### config.mk
export PLATFORM = sky130hd
export DESIGN_NAME = block_sad_search
export DESIGN_NICKNAME = d
export VERILOG_FILES = /design/src/rtl/block_sad_search.sv
export SDC_FILE = /design/constraint.sdc
export NUM_CORES = 2
export LEC_CHECK = 0
export CORE_MARGIN = 2
export CORE_UTILIZATION = 63
export CTS_CLUSTER_DIAMETER = 60
export DETAILED_ROUTE_END_ITERATION = 8
export GPL_ROUTABILITY_DRIVEN = 0
export PLACE_DENSITY = 0.88
export SLEW_MARGIN = 10
export SYNTH_ARGS = -nofsm -noshare
export SYNTH_HDL_FRONTEND = slang
export SYNTH_SLANG_ARGS = --single-unit
### constraint.sdc
create_clock -name clk_in -period 7.8 [get_ports clk_in]
set_input_delay 1.56 -clock clk_in [delete_from_list [all_inputs] [get_ports clk_in]]
set_output_delay 1.56 -clock clk_in [all_outputs]
set_load 0.03 [all_outputs]
### src/rtl/block_sad_search.sv
// Stereo block matcher: latches a 6x6 left block, streams MAX_DISP right candidates through a
// three-stage |L-R| / row-sum / total pipeline and reports the lowest-SAD candidate index.
module block_sad_search #(
  parameter int BLOCK_SIZE = 6,
  parameter int PIX_W      = 8,
  parameter int MAX_DISP   = 16,
  parameter int SAD_W      = 14,
  localparam int DW        = $clog2(MAX_DISP),
  localparam int ROW_W     = BLOCK_SIZE * PIX_W,
  localparam int RS_W      = PIX_W + 3
) (
  input  logic                                clk_in,
  input  logic                                rst_in,
  input  logic [BLOCK_SIZE-1:0][ROW_W-1:0]    left_block_in,
  input  logic                                left_valid_in,
  input  logic [BLOCK_SIZE-1:0][ROW_W-1:0]    cand_block_in,
  input  logic                                cand_valid_in,
  output logic                                cand_ready_out,
  output logic                                busy_out,
  output logic [DW-1:0]                       disparity_out,
  output logic [SAD_W-1:0]                    best_sad_out,
  output logic                                valid_out
);

  typedef enum logic [1:0] {IDLE, ACCEPT, DRAIN, DONE} state_t;

  state_t                             state_q, state_d;
  logic [DW-1:0]                      cnt_q, cnt_d;
  logic [BLOCK_SIZE-1:0][ROW_W-1:0]   left_q, left_d;
  logic [SAD_W-1:0]                   best_sad_q, best_sad_d;
  logic [DW-1:0]                      best_idx_q, best_idx_d;
  logic [DW-1:0]                      disp_q, disp_d;
  logic [SAD_W-1:0]                   out_sad_q, out_sad_d;
  logic                               valid_q, valid_d;

  logic                               s1_v_q, s1_v_d, s2_v_q, s2_v_d, s3_v_q, s3_v_d;
  logic [DW-1:0]                      s1_idx_q, s1_idx_d, s2_idx_q, s2_idx_d, s3_idx_q, s3_idx_d;
  logic [PIX_W-1:0]                   absd_q [BLOCK_SIZE][BLOCK_SIZE];
  logic [PIX_W-1:0]                   absd_d [BLOCK_SIZE][BLOCK_SIZE];
  logic [RS_W-1:0]                    rs_q [BLOCK_SIZE];
  logic [RS_W-1:0]                    rs_d [BLOCK_SIZE];
  logic [SAD_W-1:0]                   sad_q, sad_d;

  logic                               accept;

  assign accept         = (state_q == ACCEPT) && cand_valid_in;
  assign cand_ready_out = (state_q == ACCEPT);
  assign busy_out       = (state_q != IDLE);
  assign disparity_out  = disp_q;
  assign best_sad_out   = out_sad_q;
  assign valid_out      = valid_q;

  always_comb begin
    for (int r = 0; r < BLOCK_SIZE; r++) begin
      for (int j = 0; j < BLOCK_SIZE; j++) begin
        logic [PIX_W-1:0] pl;
        logic [PIX_W-1:0] pr;
        pl = left_q[r][PIX_W*j +: PIX_W];
        pr = cand_block_in[r][PIX_W*j +: PIX_W];
        absd_d[r][j] = (pl > pr) ? (pl - pr) : (pr - pl);
      end
    end
  end

  always_comb begin
    for (int r = 0; r < BLOCK_SIZE; r++) begin
      rs_d[r] = '0;
      for (int j = 0; j < BLOCK_SIZE; j++) begin
        rs_d[r] = rs_d[r] + RS_W'(absd_q[r][j]);
      end
    end
    sad_d = '0;
    for (int r = 0; r < BLOCK_SIZE; r++) begin
      sad_d = sad_d + SAD_W'(rs_q[r]);
    end
  end

  always_comb begin
    s1_v_d   = accept;
    s1_idx_d = cnt_q;
    s2_v_d   = s1_v_q;
    s2_idx_d = s1_idx_q;
    s3_v_d   = s2_v_q;
    s3_idx_d = s2_idx_q;
  end

  always_comb begin
    state_d    = state_q;
    cnt_d      = cnt_q;
    left_d     = left_q;
    best_sad_d = best_sad_q;
    best_idx_d = best_idx_q;
    disp_d     = disp_q;
    out_sad_d  = out_sad_q;
    valid_d    = 1'b0;

    // Strict less-than keeps the earlier (lower) disparity on ties.
    if (s3_v_q && (sad_q < best_sad_q)) begin
      best_sad_d = sad_q;
      best_idx_d = s3_idx_q;
    end

    case (state_q)
      IDLE: begin
        if (left_valid_in) begin
          left_d     = left_block_in;
          cnt_d      = '0;
          best_sad_d = '1;
          best_idx_d = '0;
          state_d    = ACCEPT;
        end
      end
      ACCEPT: begin
        if (cand_valid_in) begin
          if (cnt_q == DW'(MAX_DISP - 1)) begin
            state_d = DRAIN;
          end else begin
            cnt_d = cnt_q + 1'b1;
          end
        end
      end
      DRAIN: begin
        // Stage 3 is compared on the same edge that enters DONE, so only stages 1-2 must be empty.
        if (!s1_v_q && !s2_v_q) begin
          state_d = DONE;
        end
      end
      DONE: begin
        valid_d   = 1'b1;
        disp_d    = best_idx_q;
        out_sad_d = best_sad_q;
        state_d   = IDLE;
      end
      default: state_d = IDLE;
    endcase
  end

  always_ff @(posedge clk_in) begin
    if (!rst_in) begin
      state_q    <= IDLE;
      cnt_q      <= '0;
      left_q     <= '0;
      best_sad_q <= '0;
      best_idx_q <= '0;
      disp_q     <= '0;
      out_sad_q  <= '0;
      valid_q    <= 1'b0;
      s1_v_q     <= 1'b0;
      s2_v_q     <= 1'b0;
      s3_v_q     <= 1'b0;
    end else begin
      state_q    <= state_d;
      cnt_q      <= cnt_d;
      left_q     <= left_d;
      best_sad_q <= best_sad_d;
      best_idx_q <= best_idx_d;
      disp_q     <= disp_d;
      out_sad_q  <= out_sad_d;
      valid_q    <= valid_d;
      s1_v_q     <= s1_v_d;
      s2_v_q     <= s2_v_d;
      s3_v_q     <= s3_v_d;
    end
  end

  // Datapath registers are qualified by the valid bits and need no reset.
  always_ff @(posedge clk_in) begin
    absd_q   <= absd_d;
    rs_q     <= rs_d;
    sad_q    <= sad_d;
    s1_idx_q <= s1_idx_d;
    s2_idx_q <= s2_idx_d;
    s3_idx_q <= s3_idx_d;
  end

endmodule
==> metrics.md <==
| Metric | Value |
|---|---|
| Worst Hold Path EP | s3_idx_q[1] |
| GRT Total Usage | 0.316 |
| Sequential area share after synthesis | 0.266 |
| Hold path depth | 0 |
| Worst EP arrival | 4720 ps |
| Total grt overflow | 0 |
| Initial Util | 0.634 |
| Max Slew Vio Count | 0 |
| Worst stage delay on the critical path | 540 ps |
| Fin crit period | 4210 ps |
| Via-to-Cell Ratio | 5.54 |
| Synth Instances | about 6200 |
| DRT iter0 DRCs | 2198 |
| Die height | ~300 um |
| Synth area leaders | dfxtp_1 (27%), ha_1 (14%), fa_1 (11%), inv_1 (8.3%), nand2_1 (4.9%) |
| R2r setup slk | 3590 ps |
| Setup Skew | 21.3 ps |
| Status | complete, no violations |
| Most frequent cells in the layout | inv_1 (1192), dfxtp_1 (714), nand2_1 (703), ha_1 (618), clkdlybuf4s50_1 (599) |
| Area leader, netlist | dfxtp_1 |
| Final Hold Vio Count | 0 |
| Post-route ant nets | 0 |
| # DRC | 0 |
| Critical Path RT | 8310 ps |
| Hold path start | s2_idx_q[1] |
| Core Area | 84900 um^2 |
| Pre-CTS setup slack | 3190 ps |
| Nature of the critical path startpoint | flop |
| Pin count of the biggest net entering global routing | 191 |
| Initial antenna violation count | 23 |
| CTS tree | yes |
| Syn nets | 7714 |
| Inst Count DP | 7712 |
| Reg2reg end | sad_q[12] |
| CP top delay family | adder cells |
| Die ar. | 87800 um^2 |
| Clock tree buffer depth | 3 |
| Ys flop type | dfxtp_1 |
| Slew @ Worst Pin | approximately 1300 ps |
| Fill cell count | between 5000 and 6000 |
| Drt wl/cell | roughly 18 um |
| Hold Path Class | reg -> reg |
| Final WL | roughly 140 mm |
| Site Rows | 107 |
| CTS buffer count | 87 |
| Fmax | around 0.24 GHz |
| Worst reg2reg path depth | 14 |
| Final worst slack | 3590 ps |
| Hold slack | 325 ps |
| CTS clk-pin slew, worst paths | approximately 50 ps |
| Critical path capture point type | flop |
| Ports | between 600 and 700 |
| Critical path, cell by cell | inv_1 -> fa_1 -> inv_1 -> fa_1 -> inv_1 -> fa_1 -> inv_1 -> fa_1 -> a21o_1 -> a21oi_2 -> o21ai_1 -> or4_1 -> a2111oi_0 -> nor3_1 |
| Final worst path period share | 0.540 |
| Crit-path max FO | 3 |
| Post-synth EDFFs | 0 |
| TritonRoute pass-1 iters | 7 |
| Vias | roughly 44000 |
| Post-synth cell types | 70 |
| Crit path buf inv count | 4 |
| Nets | 8163 |
| Cts hold-fix bufs | 0 |
| Number of post-CTS setup repair buffers | 0 |
| Final setup TNS | 0 ps |
| Layout cell share with drive strength beyond 1 | 0.0508 |
| Ys Warns | 0 |
| Global-route wire length before repair | roughly 220 mm |
| Post-synth ARST share | 0 |
| # clock sinks | roughly 710 |
| Final setup viols | 0 |
| Post-detail-place hpwl | 110 mm |
| Die Wd | around 300 um |
| Area grow syn2layout | 17.4% |
| Mapped cell area | ~54000 um^2 |
| Avg Cell Area, Syn | roughly 8.7 um^2 |
| Crit Reg-Reg Startpoint | rs_q[3] |
| Unrepaired setup endpoints after global routing | no |
| Top-area cell type share of the netlist area | 0.266 |
| Clock Latency Late Sink | approximately 660 ps |
| Maximum capacitance violations | 0 |
| Vias in the first global route | 44500 |
| H-tree depth | 3 |
| Post-CTS sizing | 0 |
| CTS root buf | clkbuf_16 |
| Commonest non-fill, non-tap cell in the layout | inv_1 |
| Layout Cells excl Fill | 7895 |
| Seq cells post-synth | 714 |
| Critical path type | reg -> reg |
| CP max stage cell | fa_1 |
| Max-Slew Margin vs Limit | 0.106 |
| IO Port Bufs | 600 |
registers in the layout, summed over array words and instances (netlist names), 14 cells and up:
| register | flops |
|---|---|
| sad_q | 14 |
| best_sad_q | 14 |
| absd_q | 288 |
| best_sad_out | 14 |
| left_q | 288 |
| rs_q | 66 |
logic make-up (layout without fill, tap and decap cells):
family / Yosys count / after routing / share of synthesized area
muxes: 224 / 224 / 0.0459
adders and majority gates: 926 / 926 / 0.258
buffers and inverters: 1438 / 1957 / 0.108
xor gates and xnor gates: 257 / 257 / 0.0418
DFF: 714 / 714 / 0.266
AOI/OAI and AO/OA: 1246 / 1246 / 0.162
and+or+nand+nor: 1403 / 1403 / 0.119
other: 0 / 24 / 0
synthesized netlist by cell type (30+ instances only):
| cell type | instances |
|---|---|
| o41ai_1 | 64 |
| nor3b_1 | 32 |
| a31oi_1 | 67 |
| buf_2 | 69 |
| a21o_1 | 55 |
| xor2_1 | 117 |
| o32ai_2 | 30 |
| buf_6 | 32 |
| a21oi_1 | 214 |
| dfxtp_1 | 714 |
| a211oi_2 | 31 |
| xnor2_1 | 140 |
| fa_1 | 308 |
| nand2_1 | 704 |
| inv_1 | 1192 |
| mux2i_1 | 125 |
| a21boi_0 | 322 |
| nor2b_1 | 146 |
| mux2_2 | 68 |
| a211oi_1 | 75 |
| nand3b_1 | 34 |
| o21ai_0 | 292 |
| clkbuf_1 | 103 |
| nor3_1 | 84 |
| nand3_1 | 78 |
| ha_1 | 618 |
| nand4_1 | 72 |
| nor2_1 | 205 |
cell type report:
class / instances / area [um^2] / area share
Clock buffer: 116 / 2500 / 0.0395
Multi-Input combinational cell: 4056 / 33700 / 0.534
Antenna cell: 24 / 60.1 / 0.000951
Clock inverter: 43 / 584 / 0.00925
Sequential cell: 714 / 14300 / 0.226
Inverter: 1192 / 4470 / 0.0708
Timing Repair Buffer: 606 / 6090 / 0.0964
Tap cell: 1144 / 1430 / 0.0227
worst max path at each step:
stage,startpoint,end,slack (ps),cells past startpoint
2_1_floorplan,rs_q[3],sad_q[12],3900,14
3_3_place_gp,cand_block_in[147],absd_q[141],3310,9
3_5_place_dp,cand_block_in[213],absd_q[77],3190,9
4_1_cts,rs_q[3],sad_q[12],3620,14
5_1_grt,rs_q[3],sad_q[12],3450,14
6_report,rs_q[3],sad_q[12],3590,14
per-stage QoR:
stage,utilization,instance area (um^2)
finish,0.744,63200
global route,0.744,63100
CTS,0.744,63100
detailed placement,0.707,60000
global placement,0.707,60000
floorplan,-,53800
per-layer routing:
metal | track usage | vias to the layer above | part of all wire
li1 | - | 21100 | -
met1 | 0.364 | 20700 | 0.39
met2 | 0.559 | 1481 | 0.49
met3 | 0.0575 | 433 | 0.063
met4 | 0.162 | 14 | 0.054
met5 | 0 | - | 0.00069
worst reg2reg max path, cell delays in order (launching register included):
cell	delay (ps)
dfxtp_1	320
inv_1	90
fa_1	540
inv_1	50
fa_1	520
inv_1	50
fa_1	540
inv_1	70
fa_1	460
a21o_1	190
a21oi_2	180
o21ai_1	110
or4_1	450
a2111oi_0	420
nor3_1	100
Power is left out: the tool's default activity adds up to more than one toggle a clock period on the data nets, which glitch-free logic cannot reach.
